<file path="config.mk">
export PLATFORM = sky130hd
export DESIGN_NAME = p1500_wsp_driver
export DESIGN_NICKNAME = d
export VERILOG_FILES = /design/src/rtl/p1500_pkg.sv /design/src/rtl/p1500_wsp_driver.sv
export SDC_FILE = /design/constraint.sdc
export NUM_CORES = 1
export LEC_CHECK = 0
export ABC_AREA = 1
export CAP_MARGIN = 20
export CORE_ASPECT_RATIO = 0.8
export CORE_MARGIN = 8
export CORE_UTILIZATION = 40
export CTS_CLUSTER_DIAMETER = 100
export DETAILED_ROUTE_END_ITERATION = 7
export HOLD_SLACK_MARGIN = 0.06
export SETUP_SLACK_MARGIN = 0.3
export SYNTH_ARGS = -nofsm -noshare
export SYNTH_HDL_FRONTEND = slang
export SYNTH_SLANG_ARGS = --single-unit
</file>
<file path="constraint.sdc">
create_clock -name WRCK -period 2.95 [get_ports WRCK]
set_input_delay 0.59 -clock WRCK [delete_from_list [all_inputs] [get_ports WRCK]]
set_output_delay 0.59 -clock WRCK [all_outputs]
set_load 0.05 [all_outputs]
</file>
<file path="src/rtl/p1500_pkg.sv">
// Shared definitions for the P1500 wrapper serial port driver.
// Holds WIR opcodes, the instruction length and the sequencer states.
package p1500_pkg;

    localparam int WIR_LEN = 3;

    localparam logic [WIR_LEN-1:0] WS_BYPASS  = 3'b000;
    localparam logic [WIR_LEN-1:0] WS_EXTEST  = 3'b001;
    localparam logic [WIR_LEN-1:0] WS_INTEST  = 3'b010;
    localparam logic [WIR_LEN-1:0] WS_PRELOAD = 3'b011;

    typedef enum logic [2:0] {
        IDLE,
        CAPTURE,
        SHIFT,
        UPDATE,
        RESP
    } state_e;

endpackage

</file>
<file path="src/rtl/p1500_wsp_driver.sv">
// Initiator for the P1500 wrapper serial port: sequences capture,
// shift and update for one WIR load or data scan per command.
module p1500_wsp_driver
    import p1500_pkg::*;
#(
    parameter int DATA_MAX = 32,
    parameter int LEN_W    = 6
) (
    input  logic                WRCK,
    input  logic                WRSTN,
    input  logic                cmd_valid,
    output logic                cmd_ready,
    input  logic                cmd_is_ir,
    input  logic [LEN_W-1:0]    cmd_len,
    input  logic [DATA_MAX-1:0] cmd_data,
    output logic                rsp_valid,
    input  logic                rsp_ready,
    output logic [DATA_MAX-1:0] rsp_data,
    output logic                SelectWIR,
    output logic                CaptureWR,
    output logic                ShiftWR,
    output logic                UpdateWR,
    output logic                wsi,
    input  logic                wso
);

    localparam int IDX_W = $clog2(DATA_MAX);

    state_e              state_q;
    logic                is_ir_q;
    logic [LEN_W-1:0]    len_q;
    logic [LEN_W-1:0]    cnt_q;
    logic [DATA_MAX-1:0] data_q;
    logic [DATA_MAX-1:0] rsp_data_q;
    logic                cmd_ready_q;
    logic                rsp_valid_q;
    logic                sel_q;
    logic                cap_q;
    logic                shift_q;
    logic                upd_q;
    logic                wsi_q;

    logic [LEN_W-1:0]    len_d;
    logic [IDX_W-1:0]    idx;

    always_comb begin
        len_d = cmd_len;
        if (cmd_is_ir) begin
            len_d = LEN_W'(WIR_LEN);
        end else if (cmd_len > LEN_W'(DATA_MAX)) begin
            len_d = LEN_W'(DATA_MAX);
        end
    end

    // cnt_q holds the shifts still to go, so this is the current bit
    assign idx = IDX_W'(len_q - cnt_q);

    always_ff @(posedge WRCK or negedge WRSTN) begin
        if (!WRSTN) begin
            state_q     <= IDLE;
            is_ir_q     <= 1'b0;
            len_q       <= '0;
            cnt_q       <= '0;
            data_q      <= '0;
            rsp_data_q  <= '0;
            cmd_ready_q <= 1'b1;
            rsp_valid_q <= 1'b0;
            sel_q       <= 1'b0;
            cap_q       <= 1'b0;
            shift_q     <= 1'b0;
            upd_q       <= 1'b0;
            wsi_q       <= 1'b0;
        end else begin
            unique case (state_q)
                IDLE: begin
                    if (cmd_valid) begin
                        is_ir_q     <= cmd_is_ir;
                        len_q       <= len_d;
                        cnt_q       <= len_d;
                        data_q      <= cmd_data;
                        rsp_data_q  <= '0;
                        cmd_ready_q <= 1'b0;
                        sel_q       <= cmd_is_ir;
                        cap_q       <= 1'b1;
                        state_q     <= CAPTURE;
                    end
                end
                CAPTURE: begin
                    cap_q <= 1'b0;
                    if (cnt_q != '0) begin
                        shift_q <= 1'b1;
                        wsi_q   <= data_q[0];
                        data_q  <= data_q >> 1;
                        state_q <= SHIFT;
                    end else begin
                        upd_q   <= 1'b1;
                        state_q <= UPDATE;
                    end
                end
                SHIFT: begin
                    rsp_data_q[idx] <= wso;
                    cnt_q           <= cnt_q - LEN_W'(1);
                    if (cnt_q == LEN_W'(1)) begin
                        shift_q <= 1'b0;
                        wsi_q   <= 1'b0;
                        upd_q   <= 1'b1;
                        state_q <= UPDATE;
                    end else begin
                        wsi_q  <= data_q[0];
                        data_q <= data_q >> 1;
                    end
                end
                UPDATE: begin
                    upd_q       <= 1'b0;
                    sel_q       <= 1'b0;
                    rsp_valid_q <= 1'b1;
                    state_q     <= RESP;
                end
                RESP: begin
                    if (rsp_ready) begin
                        rsp_valid_q <= 1'b0;
                        cmd_ready_q <= 1'b1;
                        state_q     <= IDLE;
                    end
                end
                default: begin
                    state_q <= IDLE;
                end
            endcase
        end
    end

    assign cmd_ready = cmd_ready_q;
    assign rsp_valid = rsp_valid_q;
    assign rsp_data  = rsp_data_q;
    assign SelectWIR = sel_q;
    assign CaptureWR = cap_q;
    assign ShiftWR   = shift_q;
    assign UpdateWR  = upd_q;
    assign wsi       = wsi_q;

    logic unused_ok;
    assign unused_ok = is_ir_q;

endmodule

</file>
# [Word level (Yosys, flattened, before mapping)]
# Index checks and enable logic that the tools add are counted.
[word_totals] elab_cells=86 ff_bits=85
[classes] addsub=2 reduce_logical=22 order_cmp=3 n_mux=36 n_eq_ne=11
[ops] op="$mux W32" n=4
[ops] op="$pmux W32 S3" n=1
[ops] op="$pmux W32 S2" n=1
[ops] op="$bwmux W32" n=1
[ops] op="$mux W6" n=3
[ops] op="$pmux W3 S5" n=1
[ops] op="$mux W1" n=13
[ops] op="$ne A2 B2 Y1 const B" n=6
[ops] op="$pmux W1 S2" n=6
[ops] op="$pmux W6 S2" n=1
[ops] op="$reduce_and A2 Y1" n=6
[ops] op="$reduce_and A3 Y1" n=4
[ops] op="$reduce_bool A2 Y1" n=6
[ops] op="$mux W3" n=3
[ops] op="$eq A3 B2 Y1 const B" n=2
[ops] op="$eq A6 B1 Y1 const B" n=1
[ops] op="$gt A6 B6 Y1 const B" n=1
[ops] op="$lt A5 B6 Y1 const B" n=1
[ops] op="$reduce_bool A3 Y1" n=2
[ops] op="$reduce_bool A6 Y1" n=1
[ops] op="$sub A6 B1 Y6 const B" n=1
[ops] op="$demux W1 S5" n=1
[ops] op="$ge A5 B1 Y1 const B" n=1
[ops] op="$sub A5 B5 Y5" n=1
[ops] op="other kinds (6)" n=6

# [Logic depth before layout (Yosys ltp)]
# Gate-level depths: netlist (run 1).
[depth] ltp_word=7 depth_mapped=15 ltp_nobuf=15

# [Worst setup path after synthesis (run 1)]
# No wires, ideal clock.
[synth_timing] kind="reg2reg" from="register cnt_q[0]" to="register rsp_data_q[24] (netlist: rsp_data[24])" synth_period_minus_slack_ns=2.097 path_stages_with_launch=11 path_buffers=1 setup_ns=0.119 slack_ns=0.853 arrival_time_ns=1.978 cell_sequence="dfrtp_1 -> ha_1 -> inv_1 -> fa_1 -> nor2_1 -> clkbuf_1 -> nand4_1 -> nand2_1 -> nand2_1 -> nand2_1 -> nand2_1"
[synth_via] elab_chain_cells=7 word_cells_on_any_way=8 cone_classes="add/sub: 1; order compare: 2; mux: 4; reduce/logical: 1"
[synth_rtl] element="from (decl)" line_no="p1500_wsp_driver.sv:32" rtl="logic [LEN_W-1:0] cnt_q;"
[synth_rtl] element="from (signal assigned)" line_no="p1500_wsp_driver.sv:79" rtl="cnt_q <= len_d;"
[synth_rtl] element="from (signal assigned)" line_no="p1500_wsp_driver.sv:102" rtl="cnt_q <= cnt_q - LEN_W'(1);"
[synth_rtl] element="$sub A5 B5 Y5 *" line_no="p1500_wsp_driver.sv:56" rtl="assign idx = IDX_W'(len_q - cnt_q);"
[synth_rtl] element="$lt A5 B6 Y1 (implied by the code) or $ge A5 B1 Y1 (tied branches)" line_no="p1500_wsp_driver.sv:101" rtl="rsp_data_q[idx] <= wso;"
[synth_rtl] element="$logic_and A1 B1 Y1 (implied by the code)" line_no="p1500_wsp_driver.sv:101"
[synth_rtl] element="$mux W1 (implied by the code)" line_no="p1500_wsp_driver.sv:101"
[synth_rtl] element="$demux W1 S5 *" line_no="p1500_wsp_driver.sv:101"
[synth_rtl] element="$bwmux W32 *" line_no="p1500_wsp_driver.sv:101"
[synth_rtl] element="$pmux W32 S2 *" line_no="p1500_wsp_driver.sv:74" rtl="unique case (state_q)"
[synth_rtl] element="to (signal, indexed assignment)" line_no="p1500_wsp_driver.sv:101"
[synth_rtl] element="to (decl)" line_no="p1500_wsp_driver.sv:34" rtl="logic [DATA_MAX-1:0] rsp_data_q;"
# Every way passes the cells marked *; elsewhere a longest branch is shown, timed or not.
# A chain may end at the register's enable or synchronous reset.

# [Final worst setup path (run 1)]
[layout_timing] from="register len_q[0]" to="register rsp_data_q[22] (netlist: rsp_data[22])"
[layout_via] elab_chain_cells=7 word_cells_on_any_way=8 cone_classes="add/sub: 1; order compare: 2; mux: 4; reduce/logical: 1"
[layout_rtl] element="from (decl)" line_no="p1500_wsp_driver.sv:31" rtl="logic [LEN_W-1:0] len_q;"
[layout_rtl] element="from (signal assigned)" line_no="p1500_wsp_driver.sv:78" rtl="len_q <= len_d;"
[layout_rtl] element="$sub A5 B5 Y5 *" line_no="p1500_wsp_driver.sv:56"
[layout_rtl] element="$lt A5 B6 Y1 (implied by the code) or $ge A5 B1 Y1 (tied branches)" line_no="p1500_wsp_driver.sv:101"
[layout_rtl] element="$logic_and A1 B1 Y1 (implied by the code)" line_no="p1500_wsp_driver.sv:101"
[layout_rtl] element="$mux W1 (implied by the code)" line_no="p1500_wsp_driver.sv:101"
[layout_rtl] element="$demux W1 S5 *" line_no="p1500_wsp_driver.sv:101"
[layout_rtl] element="$bwmux W32 *" line_no="p1500_wsp_driver.sv:101"
[layout_rtl] element="$pmux W32 S2 *" line_no="p1500_wsp_driver.sv:74"
# Marks and branches as above.

==> metrics, run 1 <==
pin count of the biggest net entering global routing 65; Yosys reg bits 85; sequential cell area fraction in the yosys report 47.4%; Layout Skew 0.00522 ns; Leak Pwr 2.96 nW; initial antenna violation count 0; Yosys cell types 34; worst-path fanout max 8; switch share 50.0%; commonest non-fill, non-tap cells in the layout 203 x nand2_1, 86 x inv_1, 85 x o21ai_0; Layout Utilization 53.4%; H-tree levels 3; CP max-delay cell fa_1; RSZ-0062 raised after global routing true; cts bufs inserted 9; Pwr Density 1330 nW/µm²; cts hold-fix bufs 0; Slew HR 44.9%; syn_area_per_cell 7.41 µm²; Port Buffers 82; most frequent CP cell nand2_1; final non-filler cell area 5810 µm²; GR Overflow Total 0; final WL 11500 µm; synthesis-to-finish area growth 29.4%; sequential power share 25.1%; later-pin clock latency in the skew report 0.34 ns; fin crit period 2.52 ns; vias 4111; CTS Sinks 85; FF-to-FF path depth 14; total track usage 15.9%; Post-Syn Nets 658; Finish-stage setup viols 0; 1st-iter DRT viols 295; Arr. time, crit path 2.76 ns; die area 14900 µm²; cell internal pwr 3.86 mW; max frequency 396 MHz; critical path cell sequence inv_1 > ha_1 > inv_1 > fa_1 > nand2_1 > nand2_1 > nand2_1 > nand2_1 > nand2_1 > nand2_1 > nor2_1 > nand2_1 > o21ai_0 > inv_1; # rows 34; Slew @ Worst Pin 0.825 ns; vias in the first global route 3922; dpl cell area 5450 µm²; final period utilization 85.6%; Psw 3.87 mW; Setup Buffers After CTS 0; CP endpoint kind register; # diodes 0; Clock Tree Root clkbuf_16; type of origin of the critical path register; drt pass-1 iters 5; TritonCTS clock tree done; Post-Syn Instances 606; I/O pin cnt 83; post_cts resized 0; Clk network pwr share 17.4%; global-route wire length before repair 19500 µm; WP data required 3.18 ns; setup total negative slack 0 ns; Hold Crit Class input port to asynchronous set/reset pin; VDD IR-drop max 0.543 mV; CTS max path bufs 2; Max-cap violations 0; die width 134 µm; vias per cell 4.94; synth warn 0; status finished, final reports clean; Chip Height 111 µm; # fillers 1068; WL per Instance 13.8 µm; Gate power share 57.6%; most common cell after layout, fill and taps aside nand2_1; nets 736; max-slew violations 0; layout cell share with drive strength beyond 1 5.37%; CP peak stage delay 0.40 ns; WS Path Type register to register; clk slew on worst S/H paths 0.06 ns; initial core utilization 41.3%; area of the core 10900 µm²; final number of hold-violating endpoints 0; area of the mapped netlist 4490 µm²; antenna viol nets, final 0; hpwl dp 8190 µm; drc violations 0; Placer Congestion 0.837
## worst paths after layout
check	from	endpoint	slack, ns
min in group WRCK	cmd_ready	cmd_ready	0.47
worst max-delay path	len_q[0]	rsp_data[22]	0.43
worst min-delay path	WRSTN	rsp_data[14]	0.32
worst max register to register	len_q[0]	rsp_data[22]	0.43
max in group asynchronous	WRSTN	cmd_ready	1.92
worst min register to register	cmd_ready	cmd_ready	0.47
## area by class of cell
class / instances / area, µm² / area share [%]
Sequential cell: 85 / 2130 / 36.6
Timing Repair Buffer: 88 / 876 / 15.1
Inverter: 92 / 345 / 5.94
Tap cell: 144 / 180 / 3.10
Clock buffer: 11 / 253 / 4.35
Multi-Input combinational cell: 408 / 1930 / 33.1
Clock inverter: 5 / 106 / 1.83
## per-stage QoR
step / worst slack [ns] / power, mW / instances / hold slack (ns)
global route: 0.284 / 8.45 / 833 / 0.370
finish: 0.426 / 7.73 / 833 / 0.315
floorplan: 0.853 / 5.19 / 606 / 0.294
CTS: 0.467 / 7.75 / 833 / 0.351
detailed placement: 0.487 / 6.35 / 817 / 0.461
global placement: 0.466 / 6.30 / 817 / 0.459
## metal layers
metal | vias to the layer above | global-route usage (%) | routed length (µm)
li1 | 2082 | - | -
met2 | 113 | 23.1 | 4940
met5 | - | 0 | 0
met4 | 0 | 4.03 | 117
met1 | 1907 | 22.5 | 5690
met3 | 9 | 4.48 | 711
## flip-flops by register name, summed over array words and instances (netlist names)
name and count:
CaptureWR 1, SelectWIR 1, ShiftWR 1, UpdateWR 1, cmd_ready 1, cnt_q 6, data_q 32, len_q 5
rsp_data 32, rsp_valid 1, state_q 3, wsi 1
## power groups by stage
stage | clock (mW) | sequential [mW] | combinational (mW)
after global routing | 1.42 | 1.99 | 5.04
after detailed placement | 0 | 1.95 | 4.40
after floorplan | 0 | 2.49 | 2.69
after CTS | 1.38 | 1.94 | 4.43
final | 1.34 | 1.94 | 4.45
after global placement | 0 | 1.95 | 4.36
## cell usage after synthesis (all sizes together)
| cell type | number | area [µm²] |
|---|---|---|
| a21oi | 4 | 20.0 |
| nor3b | 1 | 18.8 |
| a22oi | 1 | 7.51 |
| nor3 | 3 | 25.0 |
| clkinv | 2 | 7.51 |
| nand2 | 203 | 762 |
| ha | 7 | 87.6 |
| o211ai | 1 | 7.51 |
| or2 | 1 | 6.26 |
| inv | 90 | 338 |
| dfrtp | 84 | 2100 |
| o2111a | 1 | 11.3 |
| o21ai | 93 | 465 |
| nand4 | 11 | 68.8 |
| o2111ai | 1 | 8.76 |
| o31ai | 2 | 15.0 |
| a32oi | 1 | 8.76 |
| a32o | 1 | 10.0 |
| dfstp | 1 | 26.3 |
| nand3b | 1 | 7.51 |
| nand3 | 49 | 245 |
| clkbuf | 11 | 43.8 |
| a31oi | 2 | 12.5 |
| xor2 | 2 | 17.5 |
| buf | 10 | 57.6 |
| fa | 1 | 20.0 |
| nor2 | 22 | 92.6 |
## critical path, delay by kind of cell (launching register included)
kind / cells / cell delay (ns)
and+or+nand+nor: 8 / 1.11
AOI/OAI and AO/OA: 1 / 0.19
DFF: 1 / 0.36
adders and majority gates: 2 / 0.55
buffers and inverters: 3 / 0.20
## kinds of logic after synthesis
logic type,synth area share (%)
compound gates,12.6
xor+xnor,0.390
fa+ha+maj,2.39
buf+inv,9.94
flops,47.4
simple gates,27.3
Note: power is estimated with default switching activity, not from simulation.
==> inputs of run 2 (changes only) <==
--- a/config.mk
+++ b/config.mk
@@ -14,6 +14,8 @@
 export DETAILED_ROUTE_END_ITERATION = 7
 export HOLD_SLACK_MARGIN = 0.06
 export SETUP_SLACK_MARGIN = 0.3
+export SKIP_CTS_REPAIR_TIMING = 1
+export SLEW_MARGIN = 20
 export SYNTH_ARGS = -nofsm -noshare
 export SYNTH_HDL_FRONTEND = slang
 export SYNTH_SLANG_ARGS = --single-unit
==> results of run 2 <==
No change in the layout: final DEF, timing and power equal those of run 1.
==> inputs of run 3 (changes only) <==
--- a/config.mk
+++ b/config.mk
@@ -11,6 +11,7 @@
 export CORE_MARGIN = 8
 export CORE_UTILIZATION = 40
 export CTS_CLUSTER_DIAMETER = 100
+export CTS_CLUSTER_SIZE = 25
 export DETAILED_ROUTE_END_ITERATION = 7
 export HOLD_SLACK_MARGIN = 0.06
 export SETUP_SLACK_MARGIN = 0.3
==> results of run 3 <==
No change in the layout: final DEF, timing and power equal those of run 1.
